<file path="config.mk">
export PLATFORM = sky130hd
export DESIGN_NAME = r2r_dac_wavegen_flat
export DESIGN_NICKNAME = d
export VERILOG_FILES = /design/src/rtl/r2r_dac_wavegen_pkg.sv /design/src/rtl/r2r_dac_wavegen_if.sv /design/src/rtl/r2r_dac_prescaler.sv /design/src/rtl/r2r_dac_wavegen.sv /design/src/flat_wrapper.sv
export SDC_FILE = /design/constraint.sdc
export NUM_CORES = 1
export LEC_CHECK = 0
export BUFFER_PORTS_ARGS = -buffer_cell sky130_fd_sc_hd__buf_4
export CAP_MARGIN = 10
export CORE_AREA = 2 2 81 52
export DETAILED_ROUTE_END_ITERATION = 10
export DIE_AREA = 0 0 83 54
export SYNTH_ARGS = -nofsm -noshare
export SYNTH_HDL_FRONTEND = slang
export SYNTH_SLANG_ARGS = --single-unit
</file>
<file path="constraint.sdc">
create_clock -name clk -period 2.9 [get_ports clk]
set_clock_uncertainty 0.05 [all_clocks]
set_input_delay 0.145 -clock clk [delete_from_list [all_inputs] [get_ports clk]]
set_output_delay 0.145 -clock clk [all_outputs]
set_load 0.01 [all_outputs]
</file>
<file path="src/rtl/r2r_dac_wavegen_pkg.sv">
// Shared types and waveform lookup for the R2R DAC sample generator.
// Build with R2R_WAVEGEN_SINE_LUT_EN to back mode 3 with a sine ROM; otherwise mode 3 aliases to saw.
package r2r_dac_pkg;

  localparam int DAC_W   = 4;
  localparam int PHASE_W = 5;

  typedef enum logic [1:0] {
    MODE_SAW = 2'd0,
    MODE_TRI = 2'd1,
    MODE_SQR = 2'd2,
    MODE_SIN = 2'd3
  } mode_e;

  typedef enum logic {
    ST_IDLE = 1'b0,
    ST_RUN  = 1'b1
  } state_e;

`ifdef R2R_WAVEGEN_SINE_LUT_EN
  // Offset-binary sine, midscale 8; entry 31 is listed first.
  localparam logic [31:0][DAC_W-1:0] SINE_ROM = {
    4'd6,  4'd5,  4'd4,  4'd3,  4'd2,  4'd1,  4'd1,  4'd0,
    4'd1,  4'd1,  4'd2,  4'd3,  4'd4,  4'd5,  4'd6,  4'd8,
    4'd10, 4'd11, 4'd12, 4'd13, 4'd14, 4'd15, 4'd15, 4'd15,
    4'd15, 4'd15, 4'd14, 4'd13, 4'd12, 4'd11, 4'd10, 4'd8
  };
`endif

  function automatic logic [DAC_W-1:0] wave_code(input mode_e mode,
                                                 input logic [PHASE_W-1:0] phase);
    logic [DAC_W-1:0] code;
    code = phase[DAC_W-1:0];
    case (mode)
      MODE_TRI: code = phase[4] ? ~phase[3:0] : phase[3:0];
      MODE_SQR: code = phase[4] ? 4'hF : 4'h0;
`ifdef R2R_WAVEGEN_SINE_LUT_EN
      MODE_SIN: code = SINE_ROM[phase];
`endif
      default:  code = phase[DAC_W-1:0];
    endcase
    return code;
  endfunction

endpackage

</file>
<file path="src/rtl/r2r_dac_wavegen_if.sv">
// Control and sample bus between the waveform generator and its controller/DAC stage.
interface r2r_dac_wavegen_if;
  import r2r_dac_pkg::*;

  logic             enable;
  logic [1:0]       mode;
  logic [7:0]       divider;
  logic             set_divider;
  logic [DAC_W-1:0] sample;
  logic             sample_valid;
  logic             running;

  modport master (
    output enable, mode, divider, set_divider,
    input  sample, sample_valid, running
  );

  modport slave (
    input  enable, mode, divider, set_divider,
    output sample, sample_valid, running
  );

endinterface

</file>
<file path="src/rtl/r2r_dac_prescaler.sv">
// Tick prescaler: holds the divider and counts it down, pulsing tick when the count hits zero.
// Tick is combinational from the count; a divider load while running restarts the period with no tick.
module r2r_dac_prescaler #(
  parameter logic [7:0] DIV_RESET = 8'd0
) (
  input  logic       clk,
  input  logic       n_rst,
  input  logic       load,
  input  logic [7:0] divider,
  input  logic       restart,
  input  logic       run,
  output logic       tick
);

  logic [7:0] div_q;
  logic [7:0] presc;

  always_ff @(posedge clk or negedge n_rst) begin
    if (!n_rst) begin
      div_q <= DIV_RESET;
      presc <= 8'd0;
    end else begin
      if (load) div_q <= divider;
      if (restart) begin
        presc <= div_q;
      end else if (run) begin
        if (load)                presc <= divider;
        else if (presc == 8'd0)  presc <= div_q;
        else                     presc <= presc - 8'd1;
      end
    end
  end

  assign tick = run && !load && (presc == 8'd0);

endmodule

</file>
<file path="src/rtl/r2r_dac_wavegen.sv">
// 4-bit waveform generator (saw/triangle/square, sine with R2R_WAVEGEN_SINE_LUT_EN) for the R2R DAC.
// First sample 2+div cycles after enable is seen, then one every div+1; no backpressure, valid is a strobe.
module r2r_dac_wavegen
  import r2r_dac_pkg::*;
#(
  parameter logic [7:0] DIV_RESET = 8'd0
) (
  input  logic              clk,
  input  logic              n_rst,
  r2r_dac_wavegen_if.slave  bus
);

  state_e               state, state_nxt;
  logic [PHASE_W-1:0]   phase, phase_nxt;
  mode_e                mode_q, mode_q_nxt;
  logic [DAC_W-1:0]     sample_nxt;
  logic                 valid_nxt;
  logic                 restart;
  logic                 run;
  logic                 tick;

  // Enable low wins over the divider load and the tick, so the counter freezes.
  assign restart = (state == ST_IDLE) && bus.enable;
  assign run     = (state == ST_RUN)  && bus.enable;

  r2r_dac_prescaler #(
    .DIV_RESET (DIV_RESET)
  ) u_presc (
    .clk     (clk),
    .n_rst   (n_rst),
    .load    (bus.set_divider),
    .divider (bus.divider),
    .restart (restart),
    .run     (run),
    .tick    (tick)
  );

  always_comb begin
    state_nxt  = state;
    phase_nxt  = phase;
    mode_q_nxt = mode_q;
    sample_nxt = bus.sample;
    valid_nxt  = 1'b0;
    case (state)
      ST_IDLE: begin
        if (bus.enable) begin
          state_nxt  = ST_RUN;
          phase_nxt  = '0;
          mode_q_nxt = mode_e'(bus.mode);
        end
      end
      ST_RUN: begin
        if (!bus.enable) begin
          state_nxt = ST_IDLE;
        end else if (tick) begin
          sample_nxt = wave_code(mode_q, phase);
          phase_nxt  = phase + 1'b1;
          valid_nxt  = 1'b1;
          mode_q_nxt = mode_e'(bus.mode);
        end
      end
      default: state_nxt = ST_IDLE;
    endcase
  end

  always_ff @(posedge clk or negedge n_rst) begin
    if (!n_rst) begin
      state            <= ST_IDLE;
      phase            <= '0;
      mode_q           <= MODE_SAW;
      bus.sample       <= '0;
      bus.sample_valid <= 1'b0;
      bus.running      <= 1'b0;
    end else begin
      state            <= state_nxt;
      phase            <= phase_nxt;
      mode_q           <= mode_q_nxt;
      bus.sample       <= sample_nxt;
      bus.sample_valid <= valid_nxt;
      bus.running      <= (state_nxt == ST_RUN);
    end
  end

endmodule

</file>
<file path="src/flat_wrapper.sv">
// flat-port wrapper written by rule: the top's interface ports become plain ports
module r2r_dac_wavegen_flat import r2r_dac_pkg::*;
#(
  parameter logic [7:0] DIV_RESET = 8'd0
)
  (clk, n_rst, bus_enable, bus_mode, bus_divider, bus_set_divider, bus_sample, bus_sample_valid, bus_running);
  r2r_dac_wavegen_if bus_i ();
  input  logic clk;
  input  logic n_rst;
  input wire logic [$bits(bus_i.enable)-1:0] bus_enable;
  input wire logic [$bits(bus_i.mode)-1:0] bus_mode;
  input wire logic [$bits(bus_i.divider)-1:0] bus_divider;
  input wire logic [$bits(bus_i.set_divider)-1:0] bus_set_divider;
  output wire logic [$bits(bus_i.sample)-1:0] bus_sample;
  output wire logic [$bits(bus_i.sample_valid)-1:0] bus_sample_valid;
  output wire logic [$bits(bus_i.running)-1:0] bus_running;
  assign bus_i.enable = bus_enable;
  assign bus_i.mode = bus_mode;
  assign bus_i.divider = bus_divider;
  assign bus_i.set_divider = bus_set_divider;
  assign bus_sample = bus_i.sample;
  assign bus_sample_valid = bus_i.sample_valid;
  assign bus_running = bus_i.running;
  r2r_dac_wavegen #(.DIV_RESET(DIV_RESET)) u_core (.clk(clk), .n_rst(n_rst), .bus(bus_i));
endmodule
</file>
==> metrics <==
top-count cell post-synth=dfrtp_1; Yosys reg bits=29; DP Area=0.001723 mm²; share of layout cells above drive strength 1=21.84%; Yosys top cell area share=between 40% and 50%; status=finished, final reports clean; synth top area cells=dfrtp_1, mux2_2, o21ai_0; post-route ant nets=0; register area share after synthesis=46.96%; RePlAce Congestion=~0.8; worst rel slew slack=a little over three fifths; die area=about 0.0045 mm²; Layout area overhead=17.49%; number of synthesized flops with an enable pin=0; number of global-route vias before repair=roughly 1,100; # diodes=0; synth cell count leaders=dfrtp_1, o21ai_0, inv_1; Final #Nets=approximately 190; Initial Utilization=40.12%; Avg WL per Cell=15.05 µm; crit path launch type=register; Top Ports=20; Setup TNS=0 ps; Max Clk Rate=roughly 0.42 GHz; Final setup viols=0; Pre-Repair DR Iteration Count=4; VDD IR max=288.4 µV; clk slew on worst S/H paths=about 60 ps; syn nets=about 170; worst path cell trace=inv_1 -> ha_1 -> or3b_2 -> or3_4 -> clkinv_2 -> or2_1 -> a221o_1; leakage=a little under 0.8 nW; Worst-Skew Late Latency=roughly 280 ps; CP Capture Type=register; slowest stage cell, crit path=or3b_2; CTS H-tree depth=2; Synth Cell Area=roughly 0.0015 mm²; Total Wirelength=~3.4 mm; Synth Flop Type=dfrtp_1; Port Buf Inserts=19; Final Slew Violations=0; post-place setup slack=563.3 ps; hold crit path type=primary input to register; CP max stage delay=~500 ps; # Max-Cap Violations=0; # clock sinks=29; Async S/R FF share, synth=100.0%; yosys warns=0; worst-margin pin slew=553.8 ps; Die Wd=slightly above 80 µm; grt ovf=0; largest net degree at the start of global routing=30; critical-path maximum fanout=12; Core Footprint=0.003851 mm²; antenna violations before repair=0; GR Util All Layers=16.87%; initial DRC count=between 100 and 150; first-pass GRT wire length=around 5.7 mm; Residual DRC=0; post-synthesis cell count=153; PostCTS Resize Cnt=0; Final Instance Area=between 0.0015 and 0.002 mm²; CTS buffer count=5; RSZ-0062 raised after global routing=no; clock root cell=clkbuf_8; biggest area consumer among synthesized cells=dfrtp_1; setup bufs post-CTS=0; crit path kind=register to register; detailed placer's ending HPWL=2.470 mm; crit share post-route=between 80% and 90%; row cnt=18; final hold violations=0; WP data required=3060 ps; post-route worst setup slack=approximately 540 ps; TritonCTS clock tree=built; vias per cell=around 5.5; Max Buffers Root-to-Sink=2; Mean Syn Cell Area=slightly above 10 µm²; CP arrival=between 2000 and 3000 ps; Netlist cell types=31; Power Dens Cells=between 500 and 600 mW/mm²; die height=between 50 and 60 µm; crit path time final=between 2000 and 2500 ps; detailed-route via count=roughly 1,200
[where the power goes]
part	switching, W	internal [W]
Sequential	0.0000340	0.000438
Clock	0.000146	0.000166
Combinational	0.0000787	0.0000762
Total	0.000259	0.000680
[sequential cells by signal, summed over array words and instances, names as in the netlist]
| name | flops |
|---|---|
| u_core.bus.running | 1 |
| u_core.bus.sample | 4 |
| u_core.bus.sample_valid | 1 |
| u_core.mode_q | 2 |
| u_core.phase | 5 |
| u_core.u_presc.div_q | 8 |
| u_core.u_presc.presc | 8 |
[cells in the final DEF, fill, tap and decap left out, types with 2 or more instances in the layout]
cell type / netlist / final
ha_1: 5 / 5
nand4_1: 4 / 4
xnor2_1: 5 / 5
clkinv_2: 1 / 3
a31oi_1: 3 / 3
o21ai_0: 15 / 15
nand2b_1: 5 / 5
a21oi_1: 2 / 2
mux2_2: 8 / 8
xor2_1: 2 / 2
nand3_1: 7 / 7
dfrtp_1: 29 / 29
clkbuf_8: 0 / 5
mux2i_1: 6 / 6
nor4_1: 2 / 2
inv_1: 12 / 12
nand2_1: 6 / 6
a221oi_1: 4 / 4
or3_1: 3 / 3
nor3_1: 2 / 2
nor2_1: 10 / 10
buf_4: 0 / 19
a221o_1: 7 / 7
[kinds of logic (layout without fill, tap and decap cells)]
group           Yosys count  after routing  share of synthesized area (%)
xor+xnor                  7              7                          3.968
flops                    29             29                          46.96
buf+inv                  20             41                          5.019
mux                      14             14                          9.717
fa+ha+maj                 5              5                          4.049
compound gates           32             32                          14.01
simple gates             46             46                          16.28
[worst paths after layout]
kind	startpoint	endpoint	slack, ps	depth (start not counted)
setup / recovery	u_core.u_presc.presc[0]	u_core.u_presc.presc[4]	540	7
hold / removal	bus_enable	u_core.bus.running	60	1
setup reg to reg	u_core.u_presc.presc[0]	u_core.u_presc.presc[4]	540	7
hold reg to reg	u_core.bus.sample[0]	u_core.bus.sample[0]	440	2
max in group asynchronous	n_rst	u_core.u_presc.div_q[4]	2240	2
min in group asynchronous	n_rst	u_core.u_presc.div_q[7]	280	2
[through the flow]
step | power, W | std cells | hold slack (ps) | utilization [%]
floorplan | 0.0005784 | 153 | -200.6 | -
global placement | 0.0006251 | 215 | 36.36 | 44.74
detailed placement | 0.0006322 | 215 | 42.94 | 44.74
CTS | 0.0009502 | 224 | 44.81 | 47.14
global route | 0.0009936 | 224 | 56.22 | 47.14
finish | 0.0009382 | 224 | 56.60 | 47.14
[worst max-delay path, delay by kind of cell (launching register included)]
| kind | cells | cell delay (ps) |
|---|---|---|
| adders and majority gates | 1 | 180 |
| AOI/OAI and AO/OA | 1 | 200 |
| DFF | 1 | 400 |
| buffers and inverters | 2 | 260 |
| and+or+nand+nor | 3 | 1200 |
[metal layers]
metal,up-vias,global-route usage [%],share of wire (%)
li1,591,-,-
met2,34,24.87,44
met4,0,5.738,0.86
met3,4,4.601,6.3
met5,-,0,0
met1,593,24.08,49
[final cells by class]
type                    instances  area, µm²
clock inverters                 2      10.01
clock buffers                   6      72.57
flip-flops and latches         29      725.7
inverters                      13      50.05
multi-input cells             104      742.0
fillers                       350       2036
well taps                      50      62.56
repair buffers                 20      152.6
[repair_timing]
| action | in CTS | in global routing |
|---|---|---|
| endpoints found under the hold margin | 29 | 0 |
| hold buffers | 1 | 0 |
| setup endpoints to repair | 0 | 0 |
No activity file was read; power rests on OpenSTA's default activity.
